===== src/rtl/addsub_sched.sv =====
// Two-requester add/sub unit: one N-bit slice, reused SLICES times per W-bit operation.
// Define ADDSUB_SCHED_OVF_EN to add resp_ovf (signed overflow of the W-bit result).
module addsub_sched #(
   parameter int N      = 4,
   parameter int SLICES = 4
) (
   input  logic                clk,
   input  logic                rst_n,
   input  logic                req0_valid,
   output logic                req0_ready,
   input  logic                req0_m,
   input  logic [N*SLICES-1:0] req0_a,
   input  logic [N*SLICES-1:0] req0_b,
   input  logic                req1_valid,
   output logic                req1_ready,
   input  logic                req1_m,
   input  logic [N*SLICES-1:0] req1_a,
   input  logic [N*SLICES-1:0] req1_b,
   output logic                resp_valid,
   input  logic                resp_ready,
   output logic [N*SLICES-1:0] resp_s,
   output logic                resp_cout,
`ifdef ADDSUB_SCHED_OVF_EN
   output logic                resp_ovf,
`endif
   output logic                resp_id
);

   localparam int W  = N * SLICES;
   localparam int CW = (SLICES > 1) ? $clog2(SLICES) : 1;

   typedef enum logic [1:0] {IDLE, RUN, DONE} state_t;

   state_t          state, state_nxt;
   logic            prio;
   logic            acc, acc_id;
   logic            m_sel;
   logic [W-1:0]    a_sel, b_sel;
   logic            m_q, id_q, carry_q;
   logic [CW-1:0]   cnt;
   logic            last;
   logic [W-1:0]    a_q, b_q, s_q;
   logic [N-1:0]    a_sl, bx_sl, s_sl;
   logic            c_sl;
   logic [W+N-1:0]  s_cat;

   // Grant, ready and next state; ready is forced low while reset is held
   always_comb begin
      state_nxt  = state;
      req0_ready = 1'b0;
      req1_ready = 1'b0;
      case (state)
         IDLE: begin
            if (req0_valid && (!req1_valid || !prio)) req0_ready = rst_n;
            else if (req1_valid)                     req1_ready = rst_n;
            if (req0_ready || req1_ready) state_nxt = RUN;
         end
         RUN:     if (last) state_nxt = DONE;
         DONE:    if (resp_ready) state_nxt = IDLE;
         default: state_nxt = IDLE;
      endcase
   end

   assign acc    = req0_ready | req1_ready;
   assign acc_id = req1_ready;
   assign m_sel  = acc_id ? req1_m : req0_m;
   assign a_sel  = acc_id ? req1_a : req0_a;
   assign b_sel  = acc_id ? req1_b : req0_b;
   assign last   = (cnt == CW'(SLICES - 1));

   // Operands shift right one slice per RUN cycle, so the slice always sees the low N bits
   assign a_sl  = a_q[N-1:0];
   assign bx_sl = b_q[N-1:0] ^ {N{m_q}};

`ifdef ADDSUB_SCHED_OVF_EN
   logic [N-1:0] lo_sum;
   logic [1:0]   hi_sum;
   logic         ovf_sl, ovf_q;

   // Split at the MSB so the carry into the top bit is visible for overflow
   always_comb begin
      lo_sum = {1'b0, a_sl[N-2:0]} + {1'b0, bx_sl[N-2:0]} + {{(N-1){1'b0}}, carry_q};
      hi_sum = {1'b0, a_sl[N-1]} + {1'b0, bx_sl[N-1]} + {1'b0, lo_sum[N-1]};
      s_sl   = {hi_sum[0], lo_sum[N-2:0]};
      c_sl   = hi_sum[1];
      ovf_sl = lo_sum[N-1] ^ hi_sum[1];
   end

   always_ff @(posedge clk or negedge rst_n) begin
      if (!rst_n)                  ovf_q <= 1'b0;
      else if (state == RUN && last) ovf_q <= ovf_sl;
   end

   assign resp_ovf = ovf_q;
`else
   logic [N:0] sum;

   always_comb begin
      sum  = {1'b0, a_sl} + {1'b0, bx_sl} + {{N{1'b0}}, carry_q};
      s_sl = sum[N-1:0];
      c_sl = sum[N];
   end
`endif

   // Result fills from the top so slice 0 ends up in the LSBs after SLICES shifts
   assign s_cat = {s_sl, s_q};

   always_ff @(posedge clk or negedge rst_n) begin
      if (!rst_n) begin
         state   <= IDLE;
         prio    <= 1'b0;
         m_q     <= 1'b0;
         id_q    <= 1'b0;
         carry_q <= 1'b0;
         cnt     <= '0;
         a_q     <= '0;
         b_q     <= '0;
         s_q     <= '0;
      end else begin
         state <= state_nxt;
         case (state)
            IDLE: begin
               if (acc) begin
                  m_q     <= m_sel;
                  carry_q <= m_sel;
                  a_q     <= a_sel;
                  b_q     <= b_sel;
                  id_q    <= acc_id;
                  prio    <= ~acc_id;
                  cnt     <= '0;
               end
            end
            RUN: begin
               a_q     <= a_q >> N;
               b_q     <= b_q >> N;
               s_q     <= s_cat[W+N-1:N];
               carry_q <= c_sl;
               cnt     <= cnt + 1'b1;
            end
            default: ;
         endcase
      end
   end

   assign resp_valid = (state == DONE);
   assign resp_s     = s_q;
   assign resp_cout  = carry_q;
   assign resp_id    = id_q;

endmodule

===== config.mk =====
export PLATFORM = sky130hd
export DESIGN_NAME = addsub_sched
export DESIGN_NICKNAME = d
export VERILOG_FILES = /design/src/rtl/addsub_sched.sv
export SDC_FILE = /design/constraint.sdc
export NUM_CORES = 1
export LEC_CHECK = 0
export BUFFER_PORTS_ARGS = -buffer_cell sky130_fd_sc_hd__buf_2
export CAP_MARGIN = 10
export CORE_UTILIZATION = 45
export CTS_CLUSTER_SIZE = 30
export DETAILED_ROUTE_END_ITERATION = 12
export PLACE_DENSITY = 0.88
export SETUP_SLACK_MARGIN = 0.5
export SLEW_MARGIN = 20
export SYNTH_ARGS = -nofsm -noshare
export SYNTH_HDL_FRONTEND = slang
export SYNTH_SLANG_ARGS = --single-unit

===== constraint.sdc =====
create_clock -name clk -period 2 [get_ports clk]
set_input_delay 0.2 -clock clk [delete_from_list [all_inputs] [get_ports clk]]
set_output_delay 0.2 -clock clk [all_outputs]
set_load 0.01 [all_outputs]

### After elaboration in Yosys (flattened, before gate mapping)

Index checks and enable logic that the tools add are counted.

* add/sub/neg operators: 3
* magnitude comparators: 0
* $mul: 0
* bitwise logic cells: 3
* shift operators: 0
* multiplexer cells: 22
* divide/modulo/power cells: 0
* reduce and logical (&&, ||, !) cells: 10
* eq/ne operators: 7

Operators with widths (number)
* two-way mux 16 bit: 4
* one-hot mux 16 bit (2 select lines): 2
* two-way mux 1 bit: 9
* two-way mux 2 bit: 4
* != test 2 bit, second input constant: 3
* one-hot mux 2 bit (3 select lines): 1
* adder 4 x 4 -> 5 bit: 1
* adder 5 x 1 -> 5 bit: 1
* equality test 2 bit, second input constant: 2
* one-hot mux 2 bit (2 select lines): 1
* AND reduction 2 bit: 2
* XOR 4 bit: 1
* AND reduction 3 bit: 1
* adder 2 x 1 -> 2 bit, second input constant: 1
* equality test 2 x 1 -> 1 bit, second input constant: 1
* zero test 1 bit: 2
* zero test 2 bit: 1
* logical OR 1 bit: 2
* != test 2 x 1 -> 1 bit, second input constant: 1
* one-hot mux 1 bit (2 select lines): 1
* nonzero test 2 bit: 1
* logical AND 1 bit: 1
* inverter 1 bit: 1
* OR 1 bit: 1

* input port bits: 71
* output and inout port bits: 21
* latch bits: 0
* memory bits (writable): 0
* flip-flop bits (word level): 56
* ROM bits: 0
* logic and storage cells: 54
* memories kept: 0

### Longest topological paths before layout

* depth after elaboration: 9
* gate-level depth with buffers: 8

### Least setup slack after synthesis

OpenSTA, ideal clock, no wires.

* path type: reg2reg
* start: register m_q
* end: register carry_q, in the netlist resp_cout
* data arrival time: 1.803 ns
* path buffers: 1
* slack: 0.071 ns
* required time: 1.874 ns
* stages on the path, launching flop included: 9
* cell sequence: dfrtp_1 > clkbuf_1 > xor2_1 > fa_1 > fa_1 > nand3_1 > a21oi_1 > a21oi_1 > nand3_1

* longest elaborated chain between the ends: 4

RTL lines
* start, declared: line 39 `logic m_q, id_q, carry_q;`
* start signal, assigned: line 124 `m_q <= m_sel;`
* XOR 4 bit: line 73 `assign bx_sl = b_q[N-1:0] ^ {N{m_q}};`
* adder 4 x 4 -> 5 bit: line 99 `sum = {1'b0, a_sl} + {1'b0, bx_sl} + {{N{1'b0}}, carry_q};`
* adder 5 x 1 -> 5 bit: line 99
* one-hot mux 1 bit (2 select lines): line 121 `case (state)`
* end signal, assigned: line 125 `carry_q <= m_sel;`
* end signal, assigned: line 137 `carry_q <= c_sl;`
* end, declared: line 39

No other way between the ends.
A chain may end at the register's enable or synchronous reset.

### Worst setup path after layout

Same ends and word-level chain as after synthesis.

==> impl_results.md <==
* Status: finished clean
* Initial Util at 47.9%
* DRT iter0 DRCs at 167
* TritonRoute pass-1 iters at 4
* Fin crit period at 1850 ps
* Mapped Area at between 2000 and 3000 sq um
* Critical Path, Cell by Cell: xor2_1 -> fa_2 -> fa_2 -> nand3_2 -> a21oi_2 -> a21oi_1 -> nand3_1
* CP arrival at slightly above 2000 ps
* Setup_tns at 0 ps
* GRT met2 Usage at between 30% and 40%
* Post-DP HPWL at 4.55 mm
* Vias per cell at between 5 and 6
* Setup CP Type: reg -> reg
* Area Overhead vs Synth at 41.2%
* Worst hold path stage count at 2
* Most frequent cell on the critical path: fa_2
* Layout Cell Area excl Fill at 3820 sq um
* I/O Buffers at between 90 and 100
* Post-DP Area at 3240 sq um
* Post-DRT Antenna Nets at 0
* Vias at 2497
* Cell area power density at 1470 nW/um^2
* Max Clock Freq at 541 MHz
* Pleak at ~0.0020 uW
* TritonCTS Buffers at 5
* Final worst setup slack at 152 ps
* Maximum fanout along the worst path at 2
* Final count of pins violating max slew at 0
* Slowest stage cell, crit path: dfrtp_2
* Core region area at between 5000 and 6000 sq um
* Vias in the first global route at between 2k and 2.5k
* N_diodes at 0
* CTS Buffer Depth at 2
* Global route overflow at 0
* Most Used Layer, Global Route: met2
* Total nets after synthesis at 342
* Synth Area per Inst at 10.2 sq um
* RSZ-0062 raised after global routing: true
* Site row count at 27
* Worst path max stage delay at 430 ps
* Die width at 79.5 um
* Hold slack at just under 90 ps
* Clock transition at path regs at 100 ps
* Max-Cap Viols at 0
* Post-synthesis cell type count at 29
* Fin crit share at between 90 and 100%
* CTS tree: built
* Clk root buf: clkbuf_8
* GR Layer Usage met1 at between 20 and 30%
* Remaining design rule violation count at 0
* First-pass GRT wire length at ~11 mm
* Met3 GRT Util at 4.80%
* FF-to-FF setup slack at 150 ps
* Routed wire length at 7.72 mm
* CP Launch Type: flop
* GRT Util Overall at 22.2%
* Number of synthesized register bits at 56
* Sink Count at 56
* Placer's final routability congestion estimate at just over 0.8
* Clk Latency, worst-skew pair at about 310 ps
* Final setup violation count at 0
* Worst-Margin Slew at ~680 ps
* Final hold vios at 0
* CTS hold repair buffers at 0
* Die height at 79.5 um
* Seq/Total Area, Yosys at between 50 and 60%
* Cells on worst reg2reg path at 7
* H-Tree Depth at 2
* Final #Nets at 453
* WP data required at 2190 ps
* Clock Skews at 5.04 ps
* Area occupied by multi-input gates at approximately 1400 sq um
* Synth top area cells: dfrtp_1, mux2i_1, a22oi_1
* Maximum vdd drop at 0.763 mV
* Post-synth top area share at between 50% and 60%
* Max_slew headroom at 54.8%
* Die Footprint at about 6300 sq um
* FF+latch area at 1410 sq um
* Cell taking the most area after synthesis: dfrtp_1
* Share of layout cells above drive strength 1 at 44.8%
* Synth Warn # at 0
* Filler Cell Count at 404
* Initial antenna violation count at 0
* Worst slack, placed at 73.0 ps
* Largest net degree at the start of global routing at 57
* Synth Instances at 265
* Worst setup EP type: flop
* WL per Instance at around 17 um
* HP Class: in -> reg
* Ports at 92
metrics by stage:
step	std cells	utilization, %	total power (uW)
global placement	419	57.4	4160
finish	449	67.7	5600
floorplan	265	-	3600
global route	449	67.7	6000
detailed placement	419	57.4	4300
CTS	435	62.2	5190
critical path: cells and delay by family (launching register included):
family,cells,cell delay (ps)
adder cells (fa/ha/maj),2,730
flip-flops,1,430
AND/OR/NAND/NOR,2,200
AO/OA/AOI/OAI,2,200
XOR/XNOR,1,180
flip-flops by register name, summed over array words and instances, names as in the netlist:
register	flops
a_q	16
b_q	16
resp_s	16
cnt	2
state	2
m_q	1
prio	1
resp_cout	1
resp_id	1
worst paths after layout:
kind	start	end
max in group asynchronous	rst_n	m_q
max	m_q	resp_cout
min reg2reg	resp_s[2]	resp_s[2]
min	resp_ready	state[1]
min in group asynchronous	rst_n	cnt[1]
max reg2reg	m_q	resp_cout
per-layer routing:
metal,up-vias,wire length [um]
li1,1155,-
met2,111,4020
met4,0,114
met5,-,0
met3,10,509
met1,1221,3070
synthesized netlist by cell type (all sizes together):
library cell and number:
nor2b 1, xnor2 1, inv 2, buf 11, xor2 5, a21oi 5
mux2i 24, o31ai 1, nand2 61, fa 2, nand4 1, clkbuf 8
dfrtp 56, and2 1, or2 1, nor2 2, a31oi 2, o21ai 29
nor3b 1, a22oi 32, nand3 12, ha 4, nand2b 2, a21o 1
final cells by class:
| cell class | count | area share [%] |
|---|---|---|
| tap | 72 | 2.36 |
| timing repair inverter | 1 | 0.164 |
| inverter | 2 | 0.393 |
| multi-input combinational | 189 | 36.3 |
| clock buffer | 7 | 2.26 |
| timing repair buffer | 121 | 21.6 |
| sequential | 56 | 36.8 |
| clock inverter | 1 | 0.197 |
power breakdown:
group / switching [uW] / total (uW) / leakage (uW) / internal [uW]
registers: 361 / 1990 / 0.000712 / 1630
clock network: 369 / 651 / 0.0000445 / 282
logic: 1590 / 2950 / 0.00121 / 1360
total: 2320 / 5600 / 0.00197 / 3280
timing repair:
item,CTS,global route
cloned,2,4
setup buffers,6,10
pin swaps,2,16
setup endpoints to repair,37,38
gates resized for setup,20,42
kinds of logic after synthesis:
logic type / synth area share (%)
muxes: 8.88
adders and majority gates: 3.33
and+or+nand+nor: 13.1
buffers and inverters: 4.21
DFF: 51.8
AOI/OAI and AO/OA: 16.8
xor gates and xnor gates: 1.94
placed cells by master (no fill, tap or decap), drive strengths merged, types with 3 or more instances in the layout:
cell,instances
dfrtp,56
o21ai,29
buf,119
xor2,5
a21oi,5
ha,4
a22oi,32
inv,3
clkbuf,9
nand2,61
nand3,12
mux2i,24
Note: power is estimated with default switching activity, not from simulation.
